$ cat src/rtl/comb_mac4_if.sv
// Bundle between the feature/weight source and the comb_mac4 combination stage.
// No latency of its own; carries beat inputs and the per-vector lane results.
// No backpressure: valid_in qualifies beats and ready_out is a one-cycle strobe.
interface comb_mac4_if #(
  parameter int DATA_W = 8,
  parameter int K_LEN  = 16
);
  localparam int CNT_W = (K_LEN > 1) ? $clog2(K_LEN) : 1;

  logic                     clear;
  logic                     valid_in;
  logic signed [DATA_W-1:0] feat;
  logic signed [DATA_W-1:0] w0;
  logic signed [DATA_W-1:0] w1;
  logic signed [DATA_W-1:0] w2;
  logic signed [DATA_W-1:0] w3;
  logic signed [16:0]       out0;
  logic signed [16:0]       out1;
  logic signed [16:0]       out2;
  logic signed [16:0]       out3;
  logic                     ready_out;
  logic                     sat;
  logic [CNT_W-1:0]         beat_cnt;

  // Upstream side: drives beats, observes results
  modport master (
    output clear, valid_in, feat, w0, w1, w2, w3,
    input  out0, out1, out2, out3, ready_out, sat, beat_cnt
  );

  // Combination stage side
  modport slave (
    input  clear, valid_in, feat, w0, w1, w2, w3,
    output out0, out1, out2, out3, ready_out, sat, beat_cnt
  );
endinterface

$ cat src/rtl/comb_mac4.sv
// 4-lane MAC: feat*w_i accumulated over K_LEN beats, then >>>SHIFT and clamped to s17.
// Latency: last beat sampled at edge n -> ready_out and new out0..3 after edge n+1.
// No backpressure; clear flushes the partial vector. Macro COMB_ROUND_EN: round half up before the shift.
module comb_mac4 #(
  parameter int DATA_W = 8,
  parameter int K_LEN  = 16,
  parameter int ACC_W  = 32,
  parameter int SHIFT  = 4
) (
  input  logic         clk,
  input  logic         rst,
  comb_mac4_if.slave   bus
);
  localparam int CNT_W = (K_LEN > 1) ? $clog2(K_LEN) : 1;
  localparam int PW    = 2 * DATA_W;
  localparam logic [CNT_W-1:0] CNT_LAST = CNT_W'(K_LEN - 1);
  // Half-LSB of the shifted result, added in ACC_W+1 bits so it cannot overflow
  localparam logic signed [ACC_W:0] RND_ADD =
    (SHIFT > 0) ? ((ACC_W + 1)'(1) << ((SHIFT > 0) ? SHIFT - 1 : 0)) : '0;
  localparam logic signed [ACC_W:0] SAT_MAX = (ACC_W + 1)'(65535);
  localparam logic signed [ACC_W:0] SAT_MIN = (ACC_W + 1)'(-65536);

  logic signed [DATA_W-1:0] w [4];
  assign w[0] = bus.w0;
  assign w[1] = bus.w1;
  assign w[2] = bus.w2;
  assign w[3] = bus.w3;

  logic [CNT_W-1:0]        cnt_q, cnt_d;
  logic                    p_valid_q, p_valid_d;
  logic                    p_last_q, p_last_d;
  logic signed [PW-1:0]    prod_q [4];
  logic signed [PW-1:0]    prod_d [4];
  logic signed [ACC_W-1:0] acc_q [4];
  logic signed [ACC_W-1:0] acc_d [4];
  logic signed [ACC_W-1:0] sum [4];
  logic signed [ACC_W:0]   scaled [4];
  logic signed [16:0]      sat_val [4];
  logic [3:0]              clamp;
  logic signed [16:0]      out_q [4];
  logic signed [16:0]      out_d [4];
  logic                    ready_q, ready_d;
  logic                    sat_q, sat_d;

  // Per-lane running sum, scaling and clamp to the signed 17-bit range
  always_comb begin
    for (int i = 0; i < 4; i++) begin
      sum[i] = acc_q[i] + ACC_W'(prod_q[i]);
`ifdef COMB_ROUND_EN
      scaled[i] = ($signed({sum[i][ACC_W-1], sum[i]}) + RND_ADD) >>> SHIFT;
`else
      scaled[i] = $signed({sum[i][ACC_W-1], sum[i]}) >>> SHIFT;
`endif
      clamp[i]   = 1'b0;
      sat_val[i] = scaled[i][16:0];
      if (scaled[i] > SAT_MAX) begin
        sat_val[i] = 17'h0FFFF;
        clamp[i]   = 1'b1;
      end else if (scaled[i] < SAT_MIN) begin
        sat_val[i] = 17'h10000;
        clamp[i]   = 1'b1;
      end
    end
  end

  // Next state: product stage, accumulate stage, end-of-vector output; clear wins over both
  always_comb begin
    cnt_d     = cnt_q;
    p_valid_d = 1'b0;
    p_last_d  = p_last_q;
    prod_d    = prod_q;
    acc_d     = acc_q;
    out_d     = out_q;
    ready_d   = 1'b0;
    sat_d     = sat_q;
    if (bus.clear) begin
      cnt_d = '0;
      for (int i = 0; i < 4; i++) acc_d[i] = '0;
    end else begin
      if (bus.valid_in) begin
        p_valid_d = 1'b1;
        p_last_d  = (cnt_q == CNT_LAST);
        cnt_d     = (cnt_q == CNT_LAST) ? '0 : cnt_q + CNT_W'(1);
        for (int i = 0; i < 4; i++) prod_d[i] = PW'(bus.feat) * PW'(w[i]);
      end
      if (p_valid_q) begin
        if (p_last_q) begin
          for (int i = 0; i < 4; i++) begin
            acc_d[i] = '0;
            out_d[i] = sat_val[i];
          end
          sat_d   = |clamp;
          ready_d = 1'b1;
        end else begin
          acc_d = sum;
        end
      end
    end
  end

  // State registers with asynchronous reset
  always_ff @(posedge clk or posedge rst) begin
    if (rst) begin
      cnt_q     <= '0;
      p_valid_q <= 1'b0;
      p_last_q  <= 1'b0;
      ready_q   <= 1'b0;
      sat_q     <= 1'b0;
      for (int i = 0; i < 4; i++) begin
        prod_q[i] <= '0;
        acc_q[i]  <= '0;
        out_q[i]  <= '0;
      end
    end else begin
      cnt_q     <= cnt_d;
      p_valid_q <= p_valid_d;
      p_last_q  <= p_last_d;
      ready_q   <= ready_d;
      sat_q     <= sat_d;
      prod_q    <= prod_d;
      acc_q     <= acc_d;
      out_q     <= out_d;
    end
  end

  assign bus.out0      = out_q[0];
  assign bus.out1      = out_q[1];
  assign bus.out2      = out_q[2];
  assign bus.out3      = out_q[3];
  assign bus.ready_out = ready_q;
  assign bus.sat       = sat_q;
  assign bus.beat_cnt  = cnt_q;
endmodule

$ cat src/flat_wrapper.sv
// flat-port wrapper written by rule: the top's interface ports become plain ports
module comb_mac4_flat 
#(
  parameter int DATA_W = 8,
  parameter int K_LEN  = 16,
  parameter int ACC_W  = 32,
  parameter int SHIFT  = 4
)
  (clk, rst, bus_clear, bus_valid_in, bus_feat, bus_w0, bus_w1, bus_w2, bus_w3, bus_out0, bus_out1, bus_out2, bus_out3, bus_ready_out, bus_sat, bus_beat_cnt);
  comb_mac4_if #(.DATA_W(DATA_W), .K_LEN(K_LEN)) bus_i ();
  input  logic clk;
  input  logic rst;
  input wire logic [$bits(bus_i.clear)-1:0] bus_clear;
  input wire logic [$bits(bus_i.valid_in)-1:0] bus_valid_in;
  input wire logic [$bits(bus_i.feat)-1:0] bus_feat;
  input wire logic [$bits(bus_i.w0)-1:0] bus_w0;
  input wire logic [$bits(bus_i.w1)-1:0] bus_w1;
  input wire logic [$bits(bus_i.w2)-1:0] bus_w2;
  input wire logic [$bits(bus_i.w3)-1:0] bus_w3;
  output wire logic [$bits(bus_i.out0)-1:0] bus_out0;
  output wire logic [$bits(bus_i.out1)-1:0] bus_out1;
  output wire logic [$bits(bus_i.out2)-1:0] bus_out2;
  output wire logic [$bits(bus_i.out3)-1:0] bus_out3;
  output wire logic [$bits(bus_i.ready_out)-1:0] bus_ready_out;
  output wire logic [$bits(bus_i.sat)-1:0] bus_sat;
  output wire logic [$bits(bus_i.beat_cnt)-1:0] bus_beat_cnt;
  assign bus_i.clear = bus_clear;
  assign bus_i.valid_in = bus_valid_in;
  assign bus_i.feat = bus_feat;
  assign bus_i.w0 = bus_w0;
  assign bus_i.w1 = bus_w1;
  assign bus_i.w2 = bus_w2;
  assign bus_i.w3 = bus_w3;
  assign bus_out0 = bus_i.out0;
  assign bus_out1 = bus_i.out1;
  assign bus_out2 = bus_i.out2;
  assign bus_out3 = bus_i.out3;
  assign bus_ready_out = bus_i.ready_out;
  assign bus_sat = bus_i.sat;
  assign bus_beat_cnt = bus_i.beat_cnt;
  comb_mac4 #(.DATA_W(DATA_W), .K_LEN(K_LEN), .ACC_W(ACC_W), .SHIFT(SHIFT)) u_core (.clk(clk), .rst(rst), .bus(bus_i));
endmodule
$ cat config.mk
export PLATFORM = sky130hd
export DESIGN_NAME = comb_mac4_flat
export DESIGN_NICKNAME = d
export VERILOG_FILES = /design/src/rtl/comb_mac4_if.sv /design/src/rtl/comb_mac4.sv /design/src/flat_wrapper.sv
export SDC_FILE = /design/constraint.sdc
export NUM_CORES = 1
export LEC_CHECK = 0
export ABC_AREA = 1
export CAP_MARGIN = 20
export CORE_AREA = 3 3 250 252
export DETAILED_ROUTE_END_ITERATION = 10
export DIE_AREA = 0 0 253 255
export PLACE_DENSITY = 0.64
export RECOVER_POWER = 100
export SKIP_CTS_REPAIR_TIMING = 1
export SYNTH_ARGS = -nofsm -noshare
export SYNTH_HDL_FRONTEND = slang
export SYNTH_SLANG_ARGS = --single-unit
$ cat constraint.sdc
create_clock -name clk -period 9.5 [get_ports clk]
set_input_delay 0.95 -clock clk [delete_from_list [all_inputs] [get_ports clk]]
set_output_delay 0.95 -clock clk [all_outputs]
set_load 0.05 [all_outputs]
# ---- Yosys cells after proc, flatten, opt, wreduce, memory -nomap -nowiden
# Cells that the tools add are included.
dict set report totals {
  regBits 268
  latch_bits 0
  ramBits 0
  rom_bits 0
  input_bits 44
  wordCells 68
  memories 0
}
dict set report classes {
  add_sub_neg 5
  n_mul 4
  div_mod_pow 0
  magnitude_cmp 8
  n_eq_ne 1
  n_shift 0
  mux 27
  n_bitwise 1
  reduce_logical 5
}
# op n
set ops {}
lappend ops {{128-bit two-way mux} 3}
lappend ops {{17-bit two-way mux} 8}
lappend ops {{32-bit by 16-bit adder with 32-bit output} 4}
lappend ops {{28-bit by 17-bit > comparator with 1-bit output (second input constant)} 4}
lappend ops {{28-bit by 17-bit less-than comparator with 1-bit output (second input constant)} 4}
lappend ops {{8-bit by 8-bit multiplier with 16-bit output} 4}
lappend ops {{1-bit two-way mux} 13}
lappend ops {{4-bit two-way mux} 3}
lappend ops {{4-bit by 1-bit adder with 4-bit output (second input constant)} 1}
lappend ops {{4-bit == test (second input constant)} 1}
lappend ops {{2-bit nonzero test} 2}
lappend ops {{4-bit OR reduction} 1}
lappend ops {{3-bit AND reduction} 1}
lappend ops {{2-bit AND reduction} 1}
lappend ops {{1-bit NOT} 1}

# ---- Logic depth before layout (Yosys ltp)
# Gate-level depths: netlist of the first run.
dict set report logic_depth {
  ltp_word 5
  mapped_depth 28
}

# ---- Worst setup path before layout of the first run
# OpenSTA, ideal clock, no wires.
dict set report synth_path {
  path_type {in2reg}
  from {input port bus_feat[0]}
  to {register u_core.prod_q[30] (netlist bit)}
  setup_ns 0.065
  arrival_time_ns 5.055
  t_required_ns 9.435
  slack_ns 4.379
  stages 24
  n_path_buf 1
  cell_sequence {clkbuf_1 -> inv_1 -> nand2_1 -> fa_1 -> fa_1 -> inv_1 -> fa_1 -> inv_1 -> fa_1 -> inv_1 -> ha_1 -> a21oi_1 -> nand2_1 -> nand2_1 -> nand2_1 -> a21oi_1 -> o21bai_1 -> a21o_1 -> nand2_1 -> nand2_1 -> a21oi_1 -> nand2b_1 -> nand3_1 -> nand2_1}
}
dict set report synth_via {
  elab_chain_cells 1
}
# item line_no
set synth_lines {}
lappend synth_lines {{from (decl)} flat_wrapper.sv:15} ;# input wire logic [$bits(bus_i.feat)-1:0] bus_feat;
lappend synth_lines {{8-bit by 8-bit multiplier with 16-bit output} comb_mac4.sv:84} ;# for (int i = 0; i < 4; i++) prod_d[i] = PW'(bus.feat) * PW'(w[i]);
lappend synth_lines {{to (signal assigned)} comb_mac4.sv:120} ;# prod_q <= prod_d;
lappend synth_lines {{to (decl)} comb_mac4.sv:32} ;# logic signed [PW-1:0] prod_q [4];
# No other way between the ends.
# A chain may end at the register's enable or synchronous reset.

# ---- Final worst setup path of the first run
dict set report layout_path {
  from {input port bus_feat[3]}
  to {register u_core.prod_q[62] (netlist bit)}
}
# The elaborated chain is that of the path after synthesis.

==> reports/metrics.cfg, run 1 <==
[placed_design]
dp_cells=5122
pre_cts_slack_ps=3113
io_buffer_count=117
place.gp.congestion=0.9575
dp_hpwl_um=61000
placed_area_um2=31950

[timing]
fin_hold_ws_ps=474.2
fmaxAchievable_ghz=0.1532
relSlewSlack=-2.505
worst_pin_slew_ps=5228
rsz0062_at_grt=no
clock_skew_ps=27.36
finalHoldViolCount=0
setup_viol=0
fin_crit_ps=6528
drv_slew=452
fin_ws_ps=2972
period_share=0.6871
fin_tns_setup_ps=0

[floorplanning]
io_pins=118
row_count=90
die_x_um=253
dieArea_um2=64520
initial_core_util=0.5001
floorplan.die.height_um=255
core_area_um2=60360

[logic_synthesis]
yosys.area.top_type=dfrtp_1
synth_seq_cells=268
synth_edf_count=0
synth_area_leaders=dfrtp_1 (22%), nand2_1 (17%), fa_1 (15%)
syn_nets=4843
synth_seq_area_share=0.2222
synth_flop_cell=dfrtp_1
async_flop_share=1.000
ys_warn_count=0
syn_area_um2=30180
synth_cells=4334
synth_cell_types=42
synth_most_common_cell=nand2_1
yosysTopAreaCellShare=0.2222
post_synth.cell_area_avg_um2=6.964
ys_top_cells_by_count=nand2_1 (1381), inv_1 (988), dfrtp_1 (268)

[global_route]
grt_max_degree=155
grt_pass1_wl_um=131100
grt_usage=0.2521
gr-total-overflow=0
first_global_vias=25100
antenna_found_initial=0

[worst_setup_path]
crit_required_ps=9980
path_max_fanout=32
worst_path_dominant_cell_family=adder cells
start_kind=primary input
path_common_cell=nand2_1
crit_chain=dlygate4sd3_1 -> clkbuf_1 -> nand2_1 -> fa_1 -> fa_1 -> inv_1 -> fa_1 -> inv_1 -> fa_1 -> inv_1 -> ha_1 -> a21oi_1 -> nand2_1 -> nand2_1 -> nand2_1 -> a21oi_1 -> o21bai_1 -> a21o_1 -> nand2_1 -> nand2_1 -> a21oi_1 -> nand2b_1 -> nand3_1 -> nand2_1
path_class=primary input to register
crit_path_max_incr_delay_ps=1320
worst-path-buf-inv=5
cp-end-kind=register
crit_slowest_cell=clkbuf_1
cp.arrival_ps=7010

[job]
maxCapViolations=9

[detailed_routing]
drt_iter0_drc=1845
via_per_inst=5.047
drc=0
drtPass1Iterations=5
routed_wl_um=79200
wl_per_cell_um=15.26
ant_nets=0
via_count=26190

[worst_hold_path]
hold_path.class=register to register

[cts]
cts.clk_slew.worst_paths_ps=50
clockBufferDepth=3
clock-sinks=268
h-tree-depth=2
clk_latency_ps=570
cts_tree=built
cts_root_buf=clkbuf_16
cts_buffers=37

[cells_and_area]
fin_cells=5189
final_area_um2=33200
areaGrowthSynthToFinish_pct=9.998
drive_gt1_frac=0.03903
final_nets=4890
num_antenna_cells=0

[outcome]
violations=capacitance limit, slew limit
status=complete, but fails checks

[power]
p_leak_uw=0.01909
vdd_drop_max_uv=149.4
p_per_area_nw_per_um2=250.3

## sequential cells by signal, indices dropped and copies added, names as in the netlist
register / flops
u_core.p_valid_q: 1
u_core.bus.out3: 17
u_core.bus.out2: 17
u_core.bus.sat: 1
u_core.prod_q: 64
u_core.p_last_q: 1
u_core.acc_q: 128
u_core.bus.beat_cnt: 4
u_core.bus.ready_out: 1
u_core.bus.out0: 17
u_core.bus.out1: 17
## cell families after synthesis
kind of cell    synth area share
simple gates              0.2597
buf+inv                   0.1424
compound gates           0.09178
xor+xnor                 0.03540
fa+ha+maj                 0.2485
flops                     0.2222
## metal layers
metal	vias up	share of wire	GRT usage	wire length, um
li1	13270	-	-	-
met1	12240	0.48	0.3647	38290
met2	582	0.44	0.4014	34650
met3	100	0.057	0.03790	4553
met4	0	0.022	0.05734	1704
met5	-	0	0	0
## where the power goes
group	switching [uW]	leakage (uW)	internal, uW
Clock	558	0.000620	908
Sequential	287	0.00336	1440
Combinational	3340	0.0151	1770
Total	4190	0.0191	4130
## worst min-delay path, stage by stage (launching register included)
cell     delay, ps
dfrtp_1        340
nand2_1         60
nand2_1         50
## final cells by class
cell class,instances,area [um2]
inverters,997,3749
flip-flops and latches,268,6706
multi-input cells,2941,19150
fillers,5993,27160
well taps,782,978.4
clock inverters,17,236.5
clock buffers,48,1037
repair buffers,136,1344
## cells in the final DEF (no fill, tap or decap), drive strengths merged, types with 5 or more instances in the layout
master	synthesis	layout
a21o	6	6
a21oi	107	107
a31o	7	7
a31oi	81	81
a32o	87	87
and2	9	9
and3	7	7
buf	11	13
bufinv	0	5
clkbuf	117	54
clkdlybuf4s50	0	40
clkinv	0	6
dfrtp	268	268
dlygate4sd3	0	77
fa	224	224
ha	241	241
inv	997	999
nand2	1409	1409
nand3	164	164
nand4	20	20
nor2	297	297
nor3	11	11
o21ai	116	116
o21bai	8	8
o22ai	5	5
or2	8	8
xnor2	40	40
xor2	82	82
## through the flow
stage	total power [uW]	utilization
floorplan	5549	-
global placement	6879	0.5293
detailed placement	6926	0.5293
CTS	8442	0.5504
global route	9127	0.5501
finish	8311	0.5501
## final timing paths
| kind | startpoint | endpoint | slack, ps | cells after the start |
|---|---|---|---|---|
| worst max-delay path | bus_feat[3] | u_core.prod_q[62] | 2970 | 24 |
| worst min-delay path | u_core.prod_q[50] | u_core.prod_q[50] | 470 | 2 |
| worst max register to register | u_core.prod_q[63] | u_core.bus.sat | 4150 | 17 |
| worst min register to register | u_core.prod_q[50] | u_core.prod_q[50] | 470 | 2 |
| max in group asynchronous | rst | u_core.acc_q[99] | 4730 | 2 |
| min in group asynchronous | rst | u_core.acc_q[84] | 2480 | 2 |
Note: power is estimated with default switching activity, not from simulation.
==> inputs of run 2 (changes only) <==
==> constraint.sdc (replaced) <==
create_clock -name clk -period 6.64 [get_ports clk]
set_input_delay 0.664 -clock clk [delete_from_list [all_inputs] [get_ports clk]]
set_output_delay 0.664 -clock clk [all_outputs]
set_load 0.05 [all_outputs]
==> run 2 against run 1 <==
Against the previous run: the flow still finishes with violations (capacitance limit, slew limit); sequential cell count did not move; critical endpoint is now u_core.acc_q[66]; cell count is 0.13% higher; via count down 0.62%; cell area down 0.28%; global-route usage about the same; sequential power rose by 41%.
==> reports/metrics.cfg, run 2 (synthesis results as in run 1) <==
[outcome]
status=complete, but fails checks  ; unchanged
violations=capacitance limit, slew limit  ; unchanged

[timing]
fmaxAchievable_ghz=0.1782
finalHoldViolCount=0  ; unchanged
fin_hold_ws_ps=475.3  ; was 474.2 ps
worst_pin_slew_ps=4142  ; was 5228 ps
relSlewSlack=-1.762  ; was -2.505
rsz0062_at_grt=no  ; unchanged
setup_viol=0  ; unchanged
fin_crit_ps=5613
clock_skew_ps=34.74  ; was 27.36 ps
fin_tns_setup_ps=0  ; unchanged
period_share=0.8453
drv_slew=688  ; was 452

[worst_setup_path]
crit_required_ps=7090  ; was 9980 ps
path_max_fanout=42  ; was 32
cp-end-kind=register  ; unchanged
start_kind=primary input  ; unchanged
path_class=primary input to register  ; unchanged
cp.arrival_ps=6060  ; was 7010 ps

[detailed_routing]
drc=0  ; unchanged
drtPass1Iterations=5  ; unchanged
drt_iter0_drc=1605  ; was 1845
routed_wl_um=79360  ; was 79200 um
via_per_inst=5.009  ; was 5.047
wl_per_cell_um=15.27  ; was 15.26 um
ant_nets=0  ; unchanged
via_count=26030  ; was 26.19k

[global_route]
antenna_found_initial=6  ; was 0
gr-total-overflow=0  ; unchanged
grt_usage=0.2518  ; was 0.2521
grt_pass1_wl_um=131300  ; was 131100 um
first_global_vias=25210  ; was 25.10k
grt_max_degree=121  ; was 155

[job]
maxCapViolations=12  ; was 9

[power]
p_per_area_nw_per_um2=355.3  ; was 250.3 nW/um2
p_leak_uw=0.01905  ; was 0.01909 uW
vdd_drop_max_uv=201.2  ; was 149.4 uV

[cts]
clockBufferDepth=3  ; unchanged
cts_root_buf=clkbuf_16  ; unchanged
cts_tree=built  ; unchanged
clk_latency_ps=550  ; was 570 ps
cts.clk_slew.worst_paths_ps=60  ; was 50 ps
h-tree-depth=2  ; unchanged
cts_buffers=35  ; was 37
clock-sinks=268  ; unchanged

[cells_and_area]
largest_register_ffs=128  ; unchanged
fill_cells=6051  ; was 5993
areaGrowthSynthToFinish_pct=9.692  ; was 9.998%
drive_gt1_frac=0.03809  ; was 0.03903
final_cell_mix=nand2_1 (1382), inv_1 (984), dfrtp_1 (268)  ; was nand2_1 (1381), inv_1 (984), dfrtp_1 (268)
final_common_cell=nand2_1  ; unchanged
largest_registers=u_core.acc_q: 128 flops, u_core.prod_q: 64 flops  ; unchanged
final_nets=4897  ; was 4890
largest_register=u_core.acc_q  ; unchanged

[floorplanning]
die_x_um=253  ; unchanged
io_pins=118  ; unchanged
floorplan.die.height_um=255  ; unchanged
core_area_um2=60360  ; unchanged
initial_core_util=0.5001  ; unchanged
dieArea_um2=64520  ; unchanged
row_count=90  ; unchanged

[worst_hold_path]
hold_path.class=register to register  ; unchanged

[placed_design]
place.gp.congestion=0.9373  ; was 0.9575
io_buffer_count=117  ; unchanged
dp_hpwl_um=62320  ; was 61000 um

-- run 2: cell types whose count changed in the layout (fill, tap and decap cells not counted), sizes merged --
cell,before,now
bufinv,5,4
inv,999,998
clkinvlp,4,2
clkbuf,54,61
diode,0,3
clkinv,6,7
-- run 2: area by class of cell --
class                   instances  area (um2)  share of cell area
clock inverters                14       190.2            0.005744
flip-flops and latches        268        6706              0.2026
inverters                     997        3749              0.1132
well taps                     782       978.4             0.02955
clock buffers                  46       997.2             0.03012
multi-input cells            2941       19150              0.5785
diodes                          3       7.507           0.0002267
repair buffers                145        1328             0.04010
-- run 2: worst paths after layout --
path,from,end,slack [ps],depth (start not counted)
max,bus_clear,u_core.acc_q[66],1030,6
min,u_core.prod_q[18],u_core.prod_q[18],480,2
max reg2reg,u_core.p_valid_q,u_core.acc_q[66],1260,6
min reg2reg,u_core.prod_q[18],u_core.prod_q[18],480,2
max in group asynchronous,rst,u_core.prod_q[31],2380,3
min in group asynchronous,rst,u_core.acc_q[84],730,2
-- run 2: power by group --
group | switching (uW) | internal (uW)
combinational | 4790 | 2540
clock | 776 | 1220
sequential | 380 | 2060
-- run 2: worst max-delay path, stage by stage --
cell and delay [ps]:
dlygate4sd3_1 690, nor3_1 270, clkbuf_1 1720, clkinv_1 1400, clkbuf_1 870, o21ai_0 410
-- run 2: routing by layer --
metal | track usage | share of wire | vias to the layer above
li1 | - | - | 13280
met1 | 0.3601 | 0.49 | 12130
met2 | 0.4069 | 0.44 | 521
met3 | 0.03678 | 0.053 | 93
met4 | 0.05668 | 0.021 | 4
met5 | 0 | 0.00026 | -
-- run 2: through the flow --
step                      utilization  instances  cell area, um2  setup WS [ps]  total power (uW)
after floorplan                     -       4334           30190           1805              7940
after global placement         0.5306       5133           32030          959.6              9857
after detailed placement       0.5306       5133           32030          880.2              9925
after CTS                      0.5503       5193           33210           1445             11980
after global routing           0.5485       5195           33110          497.7             12930
final                          0.5485       5196           33110           1027             11760
